==> config.mk <==
export PLATFORM = sky130hd
export DESIGN_NAME = multicycle_main_control
export DESIGN_NICKNAME = d
export VERILOG_FILES = /design/src/rtl/multicycle_main_control.sv
export SDC_FILE = /design/constraint.sdc
export NUM_CORES = 1
export LEC_CHECK = 0
export CORE_UTILIZATION = 50
export DETAILED_ROUTE_END_ITERATION = 8
export GPL_ROUTABILITY_DRIVEN = 0
export HOLD_SLACK_MARGIN = 0.12
export PLACE_DENSITY_LB_ADDON = 0.08
export SLEW_MARGIN = 20
export SYNTH_ARGS = -nofsm -noshare
export SYNTH_HDL_FRONTEND = slang
export SYNTH_SLANG_ARGS = --single-unit
==> constraint.sdc <==
create_clock -name clk -period 2.4 [get_ports clk]
set_input_delay 0.48 -clock clk [delete_from_list [all_inputs] [get_ports clk]]
set_output_delay 0.48 -clock clk [all_outputs]
set_load 0.02 [all_outputs]
==> src/rtl/multicycle_main_control.sv <==
// ============================================================================
//  Module   : multicycle_main_control
//  Brief    : Main control FSM for the multi-cycle CPU datapath, with memory
//             ready handshake, access timeout and illegal-opcode trap.
//  Revision : 1.0  initial release
// ============================================================================
`default_nettype none

module multicycle_main_control #(
   parameter int unsigned MEM_TIMEOUT = 16,
   parameter logic [5:0]  OP_RTYPE    = 6'h00,
   parameter logic [5:0]  OP_LW       = 6'h23,
   parameter logic [5:0]  OP_SW       = 6'h2B,
   parameter logic [5:0]  OP_BEQ      = 6'h04,
   parameter logic [5:0]  OP_J        = 6'h02,
   parameter logic [5:0]  OP_ADDI     = 6'h08
) (
   input  logic       clk,
   input  logic       rst_n,
   input  logic [5:0] opcode,
   input  logic       zero,
   input  logic       mem_ready,
   output logic       pc_en,
   output logic       iord,
   output logic       mem_read,
   output logic       mem_write,
   output logic       ir_write,
   output logic       reg_dst,
   output logic       mem_to_reg,
   output logic       reg_write,
   output logic       alu_src_a,
   output logic [1:0] alu_src_b,
   output logic [1:0] pc_source,
   output logic [2:0] alu_op,
   output logic [3:0] state,
   output logic       error
);

   typedef enum logic [3:0] {
      S_IDLE     = 4'd0,
      S_FETCH    = 4'd1,
      S_DECODE   = 4'd2,
      S_MEM_ADDR = 4'd3,
      S_MEM_RD   = 4'd4,
      S_MEM_WB   = 4'd5,
      S_MEM_WR   = 4'd6,
      S_R_EX     = 4'd7,
      S_R_WB     = 4'd8,
      S_BEQ      = 4'd9,
      S_JUMP     = 4'd10,
      S_I_EX     = 4'd11,
      S_I_WB     = 4'd12,
      S_ERROR    = 4'd15
   } stateT;

   typedef struct packed {
      logic       iord;
      logic       memRead;
      logic       memWrite;
      logic       regDst;
      logic       memToReg;
      logic       regWrite;
      logic       aluSrcA;
      logic [1:0] aluSrcB;
      logic [1:0] pcSource;
      logic [2:0] aluOp;
      logic       error;
   } ctrlT;

   localparam logic [7:0] c_WAIT_LAST = 8'(MEM_TIMEOUT - 1);

   stateT      r_state;
   stateT      w_nextState;
   ctrlT       r_ctrl;
   logic [7:0] r_waitCnt;
   logic       w_isWait;
   logic       w_timeout;

   function automatic ctrlT decodeCtrl(input stateT s);
      ctrlT d;
      d = '0;
      case (s)
         S_FETCH:    begin d.memRead = 1'b1; d.aluSrcB = 2'b01; d.aluOp = 3'b001; end
         S_DECODE:   begin d.aluSrcB = 2'b11; d.aluOp = 3'b001; end
         S_MEM_ADDR: begin d.aluSrcA = 1'b1; d.aluSrcB = 2'b10; d.aluOp = 3'b001; end
         S_MEM_RD:   begin d.memRead = 1'b1; d.iord = 1'b1; end
         S_MEM_WB:   begin d.regWrite = 1'b1; d.memToReg = 1'b1; end
         S_MEM_WR:   begin d.memWrite = 1'b1; d.iord = 1'b1; end
         S_R_EX:     begin d.aluSrcA = 1'b1; d.aluOp = 3'b000; end
         S_R_WB:     begin d.regWrite = 1'b1; d.regDst = 1'b1; end
         S_BEQ:      begin d.aluSrcA = 1'b1; d.aluOp = 3'b010; d.pcSource = 2'b01; end
         S_JUMP:     d.pcSource = 2'b10;
         S_I_EX:     begin d.aluSrcA = 1'b1; d.aluSrcB = 2'b10; d.aluOp = 3'b001; end
         S_I_WB:     d.regWrite = 1'b1;
         S_ERROR:    d.error = 1'b1;
         default:    d = '0;
      endcase
      return d;
   endfunction

   assign w_isWait  = (r_state == S_FETCH) || (r_state == S_MEM_RD) || (r_state == S_MEM_WR);
   // mem_ready on the last allowed cycle still completes the access
   assign w_timeout = w_isWait && !mem_ready && (r_waitCnt == c_WAIT_LAST);

   always_comb begin
      w_nextState = r_state;
      case (r_state)
         S_IDLE:     w_nextState = S_FETCH;
         S_FETCH:    if (mem_ready) w_nextState = S_DECODE;
         S_DECODE: begin
            if (opcode == OP_LW || opcode == OP_SW) w_nextState = S_MEM_ADDR;
            else if (opcode == OP_RTYPE)            w_nextState = S_R_EX;
            else if (opcode == OP_BEQ)              w_nextState = S_BEQ;
            else if (opcode == OP_J)                w_nextState = S_JUMP;
            else if (opcode == OP_ADDI)             w_nextState = S_I_EX;
            else                                    w_nextState = S_ERROR;
         end
         S_MEM_ADDR: w_nextState = (opcode == OP_LW) ? S_MEM_RD : S_MEM_WR;
         S_MEM_RD:   if (mem_ready) w_nextState = S_MEM_WB;
         S_MEM_WB:   w_nextState = S_FETCH;
         S_MEM_WR:   if (mem_ready) w_nextState = S_FETCH;
         S_R_EX:     w_nextState = S_R_WB;
         S_R_WB:     w_nextState = S_FETCH;
         S_BEQ:      w_nextState = S_FETCH;
         S_JUMP:     w_nextState = S_FETCH;
         S_I_EX:     w_nextState = S_I_WB;
         S_I_WB:     w_nextState = S_FETCH;
         S_ERROR:    w_nextState = S_ERROR;
         default:    w_nextState = S_ERROR;
      endcase
      if (w_timeout) w_nextState = S_ERROR;
   end

   // Moore outputs are registered from the next state so they line up with r_state
   always_ff @(posedge clk or negedge rst_n) begin
      if (!rst_n) begin
         r_state   <= S_IDLE;
         r_ctrl    <= '0;
         r_waitCnt <= '0;
      end else begin
         r_state <= w_nextState;
         r_ctrl  <= decodeCtrl(w_nextState);
         if (w_nextState != r_state)
            r_waitCnt <= '0;
         else if (w_isWait && !mem_ready)
            r_waitCnt <= r_waitCnt + 8'd1;
      end
   end

   assign pc_en    = ((r_state == S_FETCH) && mem_ready) ||
                     ((r_state == S_BEQ) && zero) ||
                     (r_state == S_JUMP);
   assign ir_write = (r_state == S_FETCH) && mem_ready;

   assign iord       = r_ctrl.iord;
   assign mem_read   = r_ctrl.memRead;
   assign mem_write  = r_ctrl.memWrite;
   assign reg_dst    = r_ctrl.regDst;
   assign mem_to_reg = r_ctrl.memToReg;
   assign reg_write  = r_ctrl.regWrite;
   assign alu_src_a  = r_ctrl.aluSrcA;
   assign alu_src_b  = r_ctrl.aluSrcB;
   assign pc_source  = r_ctrl.pcSource;
   assign alu_op     = r_ctrl.aluOp;
   assign error      = r_ctrl.error;
   assign state      = r_state;

endmodule

`default_nettype wire

==> Word level (Yosys, flattened, before mapping) <==
Index checks and enable logic that the tools add are counted.
W data, S select, Z words.
{ "word_totals": {"input_bits": 10, "ff_bits": 27, "word_cells": 90, "output_inout_bits": 21} }
{ "op_classes": {"n_mux": 24, "reduce_logical": 20, "eq_ne": 32, "add_sub_neg": 1} }
{ "op_table": {"columns": ["operator", "count"], "rows": [
  ["$eq A4 B4 Y1 const B", 11],
  ["$eq A4 B3 Y1 const B", 8],
  ["$pmux W4 S8", 1],
  ["$mux W4", 6],
  ["$eq A4 B2 Y1 const B", 4],
  ["$mux W8", 2],
  ["$eq A6 B6 Y1 const B", 2],
  ["$mux W3", 3],
  ["$add A8 B1 Y8 const B", 1],
  ["$eq A4 B1 Y1 const B", 2],
  ["$eq A8 B4 Y1 const B", 1],
  ["$mux W1", 8],
  ["$pmux W2 S2", 2],
  ["$reduce_or A4 Y1", 2],
  ["$eq A6 B2 Y1 const B", 1],
  ["$eq A6 B3 Y1 const B", 1],
  ["$eq A6 B4 Y1 const B", 1],
  ["$logic_not A6 Y1", 1],
  ["$pmux W2 S3", 1],
  ["$reduce_or A2 Y1", 3],
  ["$reduce_or A6 Y1", 1],
  ["$logic_or A1 B1 Y1", 5],
  ["$logic_and A1 B1 Y1", 4],
  ["$logic_not A4 Y1", 1],
  ["other kinds (5)", 5]
]} }

==> Depth between registers and ports, before layout <==
Gate-level depths: netlist of run 1.
{ "depth": {"word_depth": 11, "mapped_depth": 8, "ltp_nobuf": 7} }

==> Worst setup path before layout of run 1 <==
Ideal clock, no wire load.
{ "synth_timing": {"path_type": "input -> register", "startpoint": "input port opcode[5]", "endpoint": "register r_ctrl, in the netlist alu_src_a", "setup_time_ns": 0.149, "stages": 6, "t_arrival_ns": 2.276, "path_buffers": 0, "required_time_ns": 2.251, "setup_slack_ns": -0.025, "cell_sequence": "or4_4 or4b_1 a32o_1 nor3_4 nand2b_1 nor4b_1"} }
{ "synth_between": {"elab_chain_cells": 11, "elab_cells_between_ends": 21, "cone_classes": "eq/ne: 9; mux: 9; reduce/logical: 3"} }
{ "synth_lines": {"columns": ["item", "line_no", "rtl"], "rows": [
  ["start: declaration", "20", "input logic [5:0] opcode,"],
  ["$eq A6 B4 Y1", "115", "else if (opcode == OP_ADDI) w_nextState = S_I_EX;"],
  ["$mux W3", "115", null],
  ["$mux W3", "114", "else if (opcode == OP_J) w_nextState = S_JUMP;"],
  ["$mux W3", "113", "else if (opcode == OP_BEQ) w_nextState = S_BEQ;"],
  ["$mux W4", "112", "else if (opcode == OP_RTYPE) w_nextState = S_R_EX;"],
  ["$mux W4", "111", "if (opcode == OP_LW || opcode == OP_SW) w_nextState = S_MEM_ADDR;"],
  ["$pmux W4 S8 (*)", "107", "case (r_state)"],
  ["$mux W4 (*)", "131", "if (w_timeout) w_nextState = S_ERROR;"],
  ["$eq A4 B4 Y1, or another cell as far along", "82", "case (s)"],
  ["$reduce_or A4 Y1 (no line) (*)", null, null],
  ["$mux W1 (*)", "82", null],
  ["end signal: assignment", "142", "r_ctrl <= decodeCtrl(w_nextState);"],
  ["end: declaration", "74", "ctrlT r_ctrl;"]
]} }
Mark *: on every way between the ends. The rest lies on a longest branch, timed or not.
A chain may end at the register's enable or synchronous reset.

==> Worst setup path in the final report of run 1 <==
{ "layout_timing": {"startpoint": "input port opcode[3]", "endpoint": "register r_ctrl, in the netlist alu_src_a"} }
The elaborated chain is that of the path after synthesis.

==> results of run 1 <==
[worst max path at each step]
stage / startpoint / end / slack [ns] / cells past startpoint
after floorplan: opcode[5] / r_waitCnt[0]$_DFFE_PN0P_ / 0.02 / 6
after global placement: opcode[4] / alu_src_a$_DFF_PN0_ / -0.46 / 7
after detailed placement: opcode[4] / r_waitCnt[3]$_DFFE_PN0P_ / -0.53 / 7
after CTS: opcode[3] / alu_src_a$_DFF_PN0_ / 0.01 / 8
after global routing: opcode[3] / pc_source[0]$_DFF_PN0_ / -0.005 / 7
final: opcode[3] / alu_src_a$_DFF_PN0_ / 0.06 / 7
[where the power goes]
part           leakage, nW  switching [mW]  internal (mW)
Clock               0.0139           0.126         0.0635
Sequential           0.334          0.0770          0.529
Combinational        0.559           0.847          0.750
Total                0.906            1.05           1.34
[layout by cell type (no fill, tap or decap), types with 4 or more instances in the layout]
cell type and count:
buf_4 28, clkdlybuf4s50_1 23, dfrtp_1 25, nand2_1 9, nand2b_1 8, nand3b_1 4, nor2_1 9, nor2b_1 6
nor3_1 11, nor3_2 6, o21ai_0 4, or2_2 4, xnor2_1 6, xor2_1 4
[logic make-up (layout without fill, tap and decap cells)]
logic type | after synthesis | count (layout) | share of synthesized area
AND/OR/NAND/NOR | 76 | 76 | 0.3050
AO/OA/AOI/OAI | 27 | 27 | 0.1373
flip-flops | 25 | 25 | 0.4344
buffers and inverters | 12 | 64 | 0.03649
XOR/XNOR | 10 | 10 | 0.06081
multiplexers | 2 | 2 | 0.01477
adder cells (fa/ha/maj) | 1 | 1 | 0.008687
other | 1 | 1 | 0.002604
[worst reg2reg max path, delay by kind of cell, from the launching register on]
kind                   cells  cell delay, ns
AOI/OAI and AO/OA          3            0.79
buffers and inverters      1            0.22
DFF                        1            0.49
and+or+nand+nor            3            0.62
[cell usage after synthesis, drive strengths merged (3+ instances only)]
| cell | number | area [µm²] |
|---|---|---|
| a21o | 3 | 22.52 |
| nor3 | 18 | 106.4 |
| dfrtp | 25 | 625.6 |
| nor2 | 10 | 37.54 |
| inv | 3 | 11.26 |
| o211ai | 3 | 27.52 |
| o21ai | 6 | 30.02 |
| a21oi | 3 | 15.01 |
| clkbuf | 7 | 26.28 |
| and3 | 3 | 20.02 |
| nand3b | 4 | 30.03 |
| or2 | 4 | 25.02 |
| nand3 | 3 | 15.01 |
| xnor2 | 6 | 52.55 |
| xor2 | 4 | 35.03 |
| nand2b | 8 | 50.05 |
| nor2b | 6 | 37.54 |
| nand2 | 9 | 33.78 |
[area by class of cell]
type                            instances  area (µm²)
Clock buffer                            3       22.52
Clock inverter                          1       7.507
Sequential cell                        25       625.6
Multi-Input combinational cell        117       818.3
Fill cell                             224       720.7
Tap cell                               31       38.79
Inverter                                3       11.26
Timing Repair Buffer                   57       489.2
[layer usage]
layer / vias up / GRT usage / share of wire
met5: - / 0 / 0
met4: 0 / 0.06429 / 0.011
met3: 4 / 0.03721 / 0.038
met2: 29 / 0.3873 / 0.52
met1: 614 / 0.2675 / 0.43
li1: 650 / - / -
[what timing repair did]
| item | CTS | global route |
|---|---|---|
| gates resized for setup | 12 | 10 |
| pin swaps | 5 | 4 |
| setup endpoints to repair | 19 | 13 |
[through the flow]
step / worst slack [ns] / hold slack, ns / setup TNS (ns) / instance area (µm²) / utilization
2_1_floorplan: 0.01690 / 0.1844 / 0 / 1440 / -
3_3_place_gp: -0.4604 / 0.5589 / -8.187 / 1938 / 0.7089
3_5_place_dp: -0.5313 / 0.5690 / -9.034 / 1938 / 0.7089
4_1_cts: 0.01481 / 0.5034 / 0 / 1994 / 0.7295
5_1_grt: -0.004743 / 0.5208 / -0.004743 / 2013 / 0.7364
6_report: 0.05994 / 0.5023 / 0 / 2013 / 0.7364
==> reports/qor.txt, run 1 <==
Slew Limit Fails - 0
Endpoints failing hold - 0
Max_slew headroom - 0.6579
Worst r2r dst - alu_src_b[1]$_DFF_PN0_
Synth warn - 0
Synthesized instance count - 154
Drt drc - 0
Total Power - 2.392 mW
Starting Density - 0.5268
FFs w/ async S/R, synth - 1.000
Die span in x - 55.67 µm
CP Launch Type - primary input
CP Max Fanout - 5
Top_reg_cell synth - dfrtp_1
Max Fclk - 427.3 MHz
Port bufs - 29
Pwr per Cell Area - 1188 nW/µm²
Slew @ Worst Pin - 0.5067 ns
# setup viols final - 0
CTS clock-pin slew for the worst setup and hold paths - 0.14 ns
Netlist Area Pre-Place - 1440 µm²
Final HPWL DP - 2.424 mm
Core outline area - 2734 µm²
Clock Path Buffers - 2
CP arrival - 2.55 ns
Largest Register - r_waitCnt
Area Overhead vs Synth - 39.79%
DRT Pass-1 Iters - 4
R2R Setup Slk - 0.22 ns
Hold/Removal Path Class - primary input to async pin
Largest net degree at the start of global routing - 26
Tmin final - 2.340 ns
Largest register FFs - 8
Layout Skew - 0.001723 ns
Post-synth EDFFs - 0
Initial antenna violation count - 0
# IOs - 31
Global route overflow - 0
Routed WL - 3.181 mm
Setup crit end kind - flop
CP max stage cell - or4_4
CTS Buf Count - 3
Avg Cell Area, Syn - 9.352 µm²
CTS tree - done
Synth Register Bits - 25
Worst IR drop on VDD - 0.0009415 V
Num Clock Sinks - 25
Worst-skew pair later-pin latency - 0.31 ns
H-tree depth - 1
Worst reg2reg path depth - 7
Tot GR Track Use - 0.2170
Final period util - 0.9750
Number of distinct library cells after synthesis - 49
Bufs and invs on worst path - 1
Post-CTS Setup Repair Bufs - 0
Max_cap viols - 0
Die Area - 3099 µm²
Worst path top cell family by delay - simple AND/OR/NAND/NOR gates
Number of global-route vias before repair - 1256
Vias/cell - 5.473
Hold Buf Count CTS - 0
Placed cell count - 233
Drt first-iter violations - 18
Row cnt - 19
Reg2Reg Launch Point - state[0]$_DFF_PN0_
NumNets Final - 218
Routed Antenna Nets - 0
WS Path Type - primary input to flop
Ant diodes - 0
First-pass GRT wire length - 5.368 mm
CP max stage delay - 0.54 ns
Status - complete, no violations
Cell chain of the critical path - dlymetal6s2s_1 -> or4_4 -> or4b_4 -> a32o_2 -> nor3_4 -> nand2b_1 -> nor4b_4
Pleak - 0.9063 nW
Clock root cell - clkbuf_4
Layout cells sized above 1 - 0.2670
Worst EP required - 2.61 ns
Routed wire per std cell - 13.42 µm
Vias - 1297
Finished Layout Cells - 237
Register area share after synthesis - 0.4344
Die Height - 55.67 µm
Synth Net Count - 165
No activity file was read; power rests on OpenSTA's default activity.
==> inputs of run 2 (changes only) <==
--- a/config.mk
+++ b/config.mk
@@ -5,7 +5,8 @@
 export SDC_FILE = /design/constraint.sdc
 export NUM_CORES = 1
 export LEC_CHECK = 0
-export CORE_UTILIZATION = 50
+export CAP_MARGIN = 20
+export CORE_UTILIZATION = 25
 export DETAILED_ROUTE_END_ITERATION = 8
 export GPL_ROUTABILITY_DRIVEN = 0
 export HOLD_SLACK_MARGIN = 0.12
==> run 2 against run 1 <==
Effect of this change: clock skew up 0.00057 ns; clock-buffer cell count rose by 1; critical path type unchanged; setup slack worse by 0.0054 ns; critical endpoint unchanged; cell count increased by 20%; die area is 96% higher.
==> reports/qor.txt, run 2 (same netlist as run 1, synthesis figures left out) <==
Slew Limit Fails - 0
First-pass GRT wire length - 6.106 mm
CP Max Fanout - 5
Largest net degree at the start of global routing - 26
Ant diodes - 0
Clock root cell - clkbuf_8
Slew @ Worst Pin - 0.4885 ns
Max Fclk - 426.4 MHz
Setup crit end kind - flop
Final period util - 0.9773
CP max stage delay - 0.53 ns
Vias/cell - 4.553
Final HPWL DP - 2.754 mm
Starting Density - 0.2599
Num Clock Sinks - 25
Layout Skew - 0.002293 ns
Most frequent cells in the layout - buf_4, dfrtp_1, clkdlybuf4s50_1
Bufs and invs on worst path - 1
# setup viols final - 0
Worst hold slack - 0.5715 ns
Pleak - 0.9293 nW
Layout cells sized above 1 - 0.2972
Die Area - 6068 µm²
Routed Antenna Nets - 0
Worst IR drop on VDD - 0.0003718 V
Max_slew headroom - 0.6702
Endpoints failing hold - 0
DRT Pass-1 Iters - 4
CP Launch Type - primary input
Tmin final - 2.345 ns
Routed wire per std cell - 12.27 µm
CTS Buf Count - 3
Routed WL - 3.484 mm
Row cnt - 27
Post-CTS Setup Repair Bufs - 0
Hold/Removal Path Class - primary input to async pin
Largest Register - r_waitCnt
Clock Path Buffers - 2
CP arrival - 2.49 ns
CTS clock-pin slew for the worst setup and hold paths - 0.08 ns
Sum of negative setup slack - 0 ns
Drt drc - 0
Port bufs - 29
# fillers - 567
Die Height - 77.90 µm
Die span in x - 77.90 µm
Core outline area - 5540 µm²
CP max stage cell - or4_4
Drt first-iter violations - 52
RSZ-0062 raised after global routing - yes
H-tree depth - 1
Hold Buf Count CTS - 0
Worst EP required - 2.55 ns
Most common cell after layout, fill and taps aside - buf_4
NumNets Final - 224
Tot GR Track Use - 0.1257
CTS tree - done
Pwr per Cell Area - 1184 nW/µm²
Status - complete, no violations
Worst-skew pair later-pin latency - 0.26 ns
Initial antenna violation count - 0
Largest register FFs - 8
Max_cap viols - 0
Number of global-route vias before repair - 1363
Vias - 1293
Worst path top cell family by delay - simple AND/OR/NAND/NOR gates
Area Overhead vs Synth - 46.31%
Global route overflow - 0
R2R Setup Slk - 0.27 ns
WS Path Type - primary input to flop
# IOs - 31
Cell chain of the critical path - buf_6 -> or4_4 -> or4b_4 -> a32o_2 -> nor3_4 -> nand2b_1 -> nor4b_4
run 2: changes by cell type in the layout (fill, tap and decap cells not counted), moves of 3 or more:
cell,previous run,this run
buf_4,28,34
clkbuf_2,2,5
clkbuf_4,3,0
clkbuf_8,0,3
dlygate4sd2_1,3,0
run 2: worst paths after layout:
check                                           end  cells past startpoint                startpoint
setup / recovery                alu_src_a$_DFF_PN0_                      7                 opcode[5]
hold / removal                  reg_write$_DFF_PN0_                      2                     rst_n
setup reg to reg           r_waitCnt[3]$_DFFE_PN0P_                      7        state[3]$_DFF_PN0_
hold reg to reg            r_waitCnt[3]$_DFFE_PN0P_                      2  r_waitCnt[3]$_DFFE_PN0P_
max in group asynchronous  r_waitCnt[2]$_DFFE_PN0P_                      2                     rst_n
min in group clk           r_waitCnt[3]$_DFFE_PN0P_                      2  r_waitCnt[3]$_DFFE_PN0P_
run 2: metal layers:
metal / global-route usage / share of wire / vias to the layer above / wire length (µm)
met5: 0 / 0 / - / 0
met4: 0.03889 / 0.0083 / 0 / 29
met3: 0.03412 / 0.046 / 4 / 160
met2: 0.2168 / 0.50 / 21 / 1734
met1: 0.1516 / 0.45 / 607 / 1559
li1: - / - / 661 / -
run 2: repair_timing:
item / 4_1_cts / 5_1_grt
setup endpoints to repair: 20 / 15
pin swaps: 8 / 4
gates resized for setup: 12 / 18
run 2: worst reg2reg max path, delay by kind of cell, from the launching register on:
family,cells,cell delay [ns]
AOI/OAI and AO/OA,2,0.66
buffers and inverters,2,0.39
DFF,1,0.49
and+or+nand+nor,3,0.47
run 2: per-stage QoR:
step / std cells / power [mW] / util / instance area [µm²] / worst slack [ns]
floorplan: 154 / 1.489 / - / 1440 / 0.01690
global placement: 280 / 2.181 / 0.3672 / 2034 / -0.5000
detailed placement: 280 / 2.176 / 0.3672 / 2034 / -0.5619
CTS: 284 / 2.477 / 0.3790 / 2100 / 0.02426
global route: 284 / 2.713 / 0.3803 / 2107 / -0.07478
finish: 284 / 2.496 / 0.3803 / 2107 / 0.05457
run 2: power breakdown:
part           internal (mW)  switching [mW]  total [mW]
clock network          0.119           0.125       0.243
registers              0.530          0.0534       0.583
logic                  0.799           0.871        1.67
total                   1.45            1.05        2.50
run 2: area by class of cell:
type                       count  area [µm²]  area share
timing repair buffer          63       521.8      0.2476
clock buffer                   4       45.04     0.02138
sequential                    25       625.6      0.2969
tap                           72       90.09     0.04276
multi-input combinational    117       813.3      0.3860
inverter                       3       11.26    0.005344
==> inputs of run 3 (changes only) <==
--- a/config.mk
+++ b/config.mk
@@ -8,6 +8,7 @@
 export CAP_MARGIN = 20
 export CORE_UTILIZATION = 25
 export DETAILED_ROUTE_END_ITERATION = 8
+export DONT_BUFFER_PORTS = 1
 export GPL_ROUTABILITY_DRIVEN = 0
 export HOLD_SLACK_MARGIN = 0.12
 export PLACE_DENSITY_LB_ADDON = 0.08
==> run 3 against run 2 <==
Effect of this change: total power down 16%; clock skew up 0.0030 ns; first-iteration DRC count down 37%; routed wire length down 2.6%; die area unchanged; clock power up 5%; register-to-register slack worse by 0.09 ns; largest power group unchanged.
==> reports/qor.txt, run 3 (same netlist as run 1, synthesis figures left out) <==
Status - complete, no violations
Pleak - 0.7113 nW
Slew @ Worst Pin - 0.5841 ns
Port bufs - 0
Cell chain of the critical path - buf_4 -> buf_4 -> or3_1 -> inv_1
Global route overflow - 0
Max_slew headroom - 0.6057
Routed Antenna Nets - 0
Ant diodes - 0
Initial antenna violation count - 0
Worst IR drop on VDD - 0.0003248 V
Row cnt - 27
# fillers - 598
Max_cap viols - 0
Clock Path Buffers - 2
Total Power - 2.093 mW
Worst Hold Launch - mem_ready
DRT Pass-1 Iters - 4
Vias/cell - 4.868
Pwr per Cell Area - 1253 nW/µm²
Post-Place Setup Slack - -0.1247 ns
RSZ-0062 raised after global routing - no
Area Overhead vs Synth - 15.99%
Layout cells sized above 1 - 0.1779
Max Fclk - 443.7 MHz
Largest net degree at the start of global routing - 26
Tmin final - 2.254 ns
CP arrival - 1.77 ns
CP max stage cell - dfrtp_1
Core outline area - 5540 µm²
WS Path Type - flop to output pin
Routed wire per std cell - 14.45 µm
Final HPWL DP - 2.515 mm
Final period util - 0.9391
Drt drc - 0
Most common cell after layout, fill and taps aside - dfrtp_1
Worst EP required - 1.92 ns
CTS tree - done
Number of global-route vias before repair - 1151
CP max stage delay - 0.50 ns
Layout Skew - 0.005315 ns
Bufs and invs on worst path - 3
Setup crit end kind - output pin
CTS Buf Count - 3
Worst hold slack - 0.4060 ns
Vias - 1144
Largest register FFs - 8
Die Height - 77.90 µm
Largest Register - r_waitCnt
NumNets Final - 175
Crit-path most repeated cell - buf_4
Finished Layout Cells - 235
Setup ws final - 0.1461 ns
Hold/Removal Path Class - primary input to flop
Placed cell count - 229
Slew Limit Fails - 0
CP Max Fanout - 10
Clock root cell - clkbuf_8
Critical Path Source - state[2]$_DFF_PN0_
First-pass GRT wire length - 5.692 mm
CP Launch Type - flop
# IOs - 31
Drt first-iter violations - 33
Worst path top cell family by delay - buffers and inverters
Final Util - 0.3015
Post-cts resize count - 0
Routed WL - 3.395 mm
Most frequent cells in the layout - dfrtp_1, nor3_1, buf_4
Die Area - 6068 µm²
Num Clock Sinks - 25
Tot GR Track Use - 0.1179
CTS clock-pin slew for the worst setup and hold paths - 0.09 ns
Reg2Reg Launch Point - state[2]$_DFF_PN0_
H-tree depth - 1
Worst-skew pair later-pin latency - 0.27 ns
# setup viols final - 0
Die span in x - 77.90 µm
Endpoints failing hold - 0
Starting Density - 0.2599
==> run 3: cell count changes in the layout (fill, tap and decap cells not counted), sizes merged <==
| cell | previous run | this run |
|---|---|---|
| clkbuf | 9 | 3 |
| clkinvlp | 0 | 1 |
| clkdlybuf4s50 | 23 | 0 |
| dlygate4sd3 | 0 | 1 |
| buf | 35 | 13 |
==> run 3: layout make-up <==
cell class | count | area [µm²] | area share
clock buffers | 3 | 41.29 | 0.02472
clock inverters | 1 | 7.507 | 0.004494
inverters | 3 | 11.26 | 0.006742
multi-input cells | 117 | 762.0 | 0.4562
flip-flops and latches | 25 | 625.6 | 0.3745
well taps | 72 | 90.09 | 0.05393
repair buffers | 14 | 132.6 | 0.07940
==> run 3: through the flow <==
step	area, µm²	TNS [ns]
after floorplan	1440	0
after global placement	1592	-0.7462
after detailed placement	1592	-1.133
after CTS	1670	0
after global routing	1670	0
final	1670	0
==> run 3: report_power, final <==
group	switching [mW]	internal, mW
clock	0.139	0.118
sequential	0.204	0.530
combinational	0.631	0.471
==> run 3: path summary, 6_finish.rpt <==
| path | end | slack (ns) | cells after the start |
|---|---|---|---|
| setup reg to reg | pc_source[1]$_DFF_PN0_ | 0.18 | 6 |
| hold / removal | mem_to_reg$_DFF_PN0_ | 0.41 | 2 |
| max in group asynchronous | r_waitCnt[0]$_DFFE_PN0P_ | 1.62 | 2 |
| hold reg to reg | r_waitCnt[2]$_DFFE_PN0P_ | 0.58 | 2 |
| min in group asynchronous | reg_dst$_DFF_PN0_ | 0.63 | 2 |
| setup / recovery | ir_write | 0.15 | 4 |
==> run 3: metal layers <==
layer / global-route usage / wire [µm] / vias up / share of wire
li1: - / - / 565 / -
met2: 0.2044 / 1702 / 21 / 0.50
met4: 0.01667 / 13 / 0 / 0.0038
met1: 0.1455 / 1547 / 556 / 0.46
met5: 0 / 0 / - / 0
met3: 0.03765 / 131 / 2 / 0.039
==> run 3: timing repair <==
action / CTS / global route
setup buffers: 0 / 0
hold buffers: 2 / 0
hold endpoints to repair: 25 / 0
==> run 3: worst register-to-register path: cells and delay by family, from the launching register on <==
family | cells | cell delay [ns]
compound gates | 2 | 0.84
flops | 1 | 0.50
simple gates | 3 | 0.66
buf+inv | 1 | 0.14
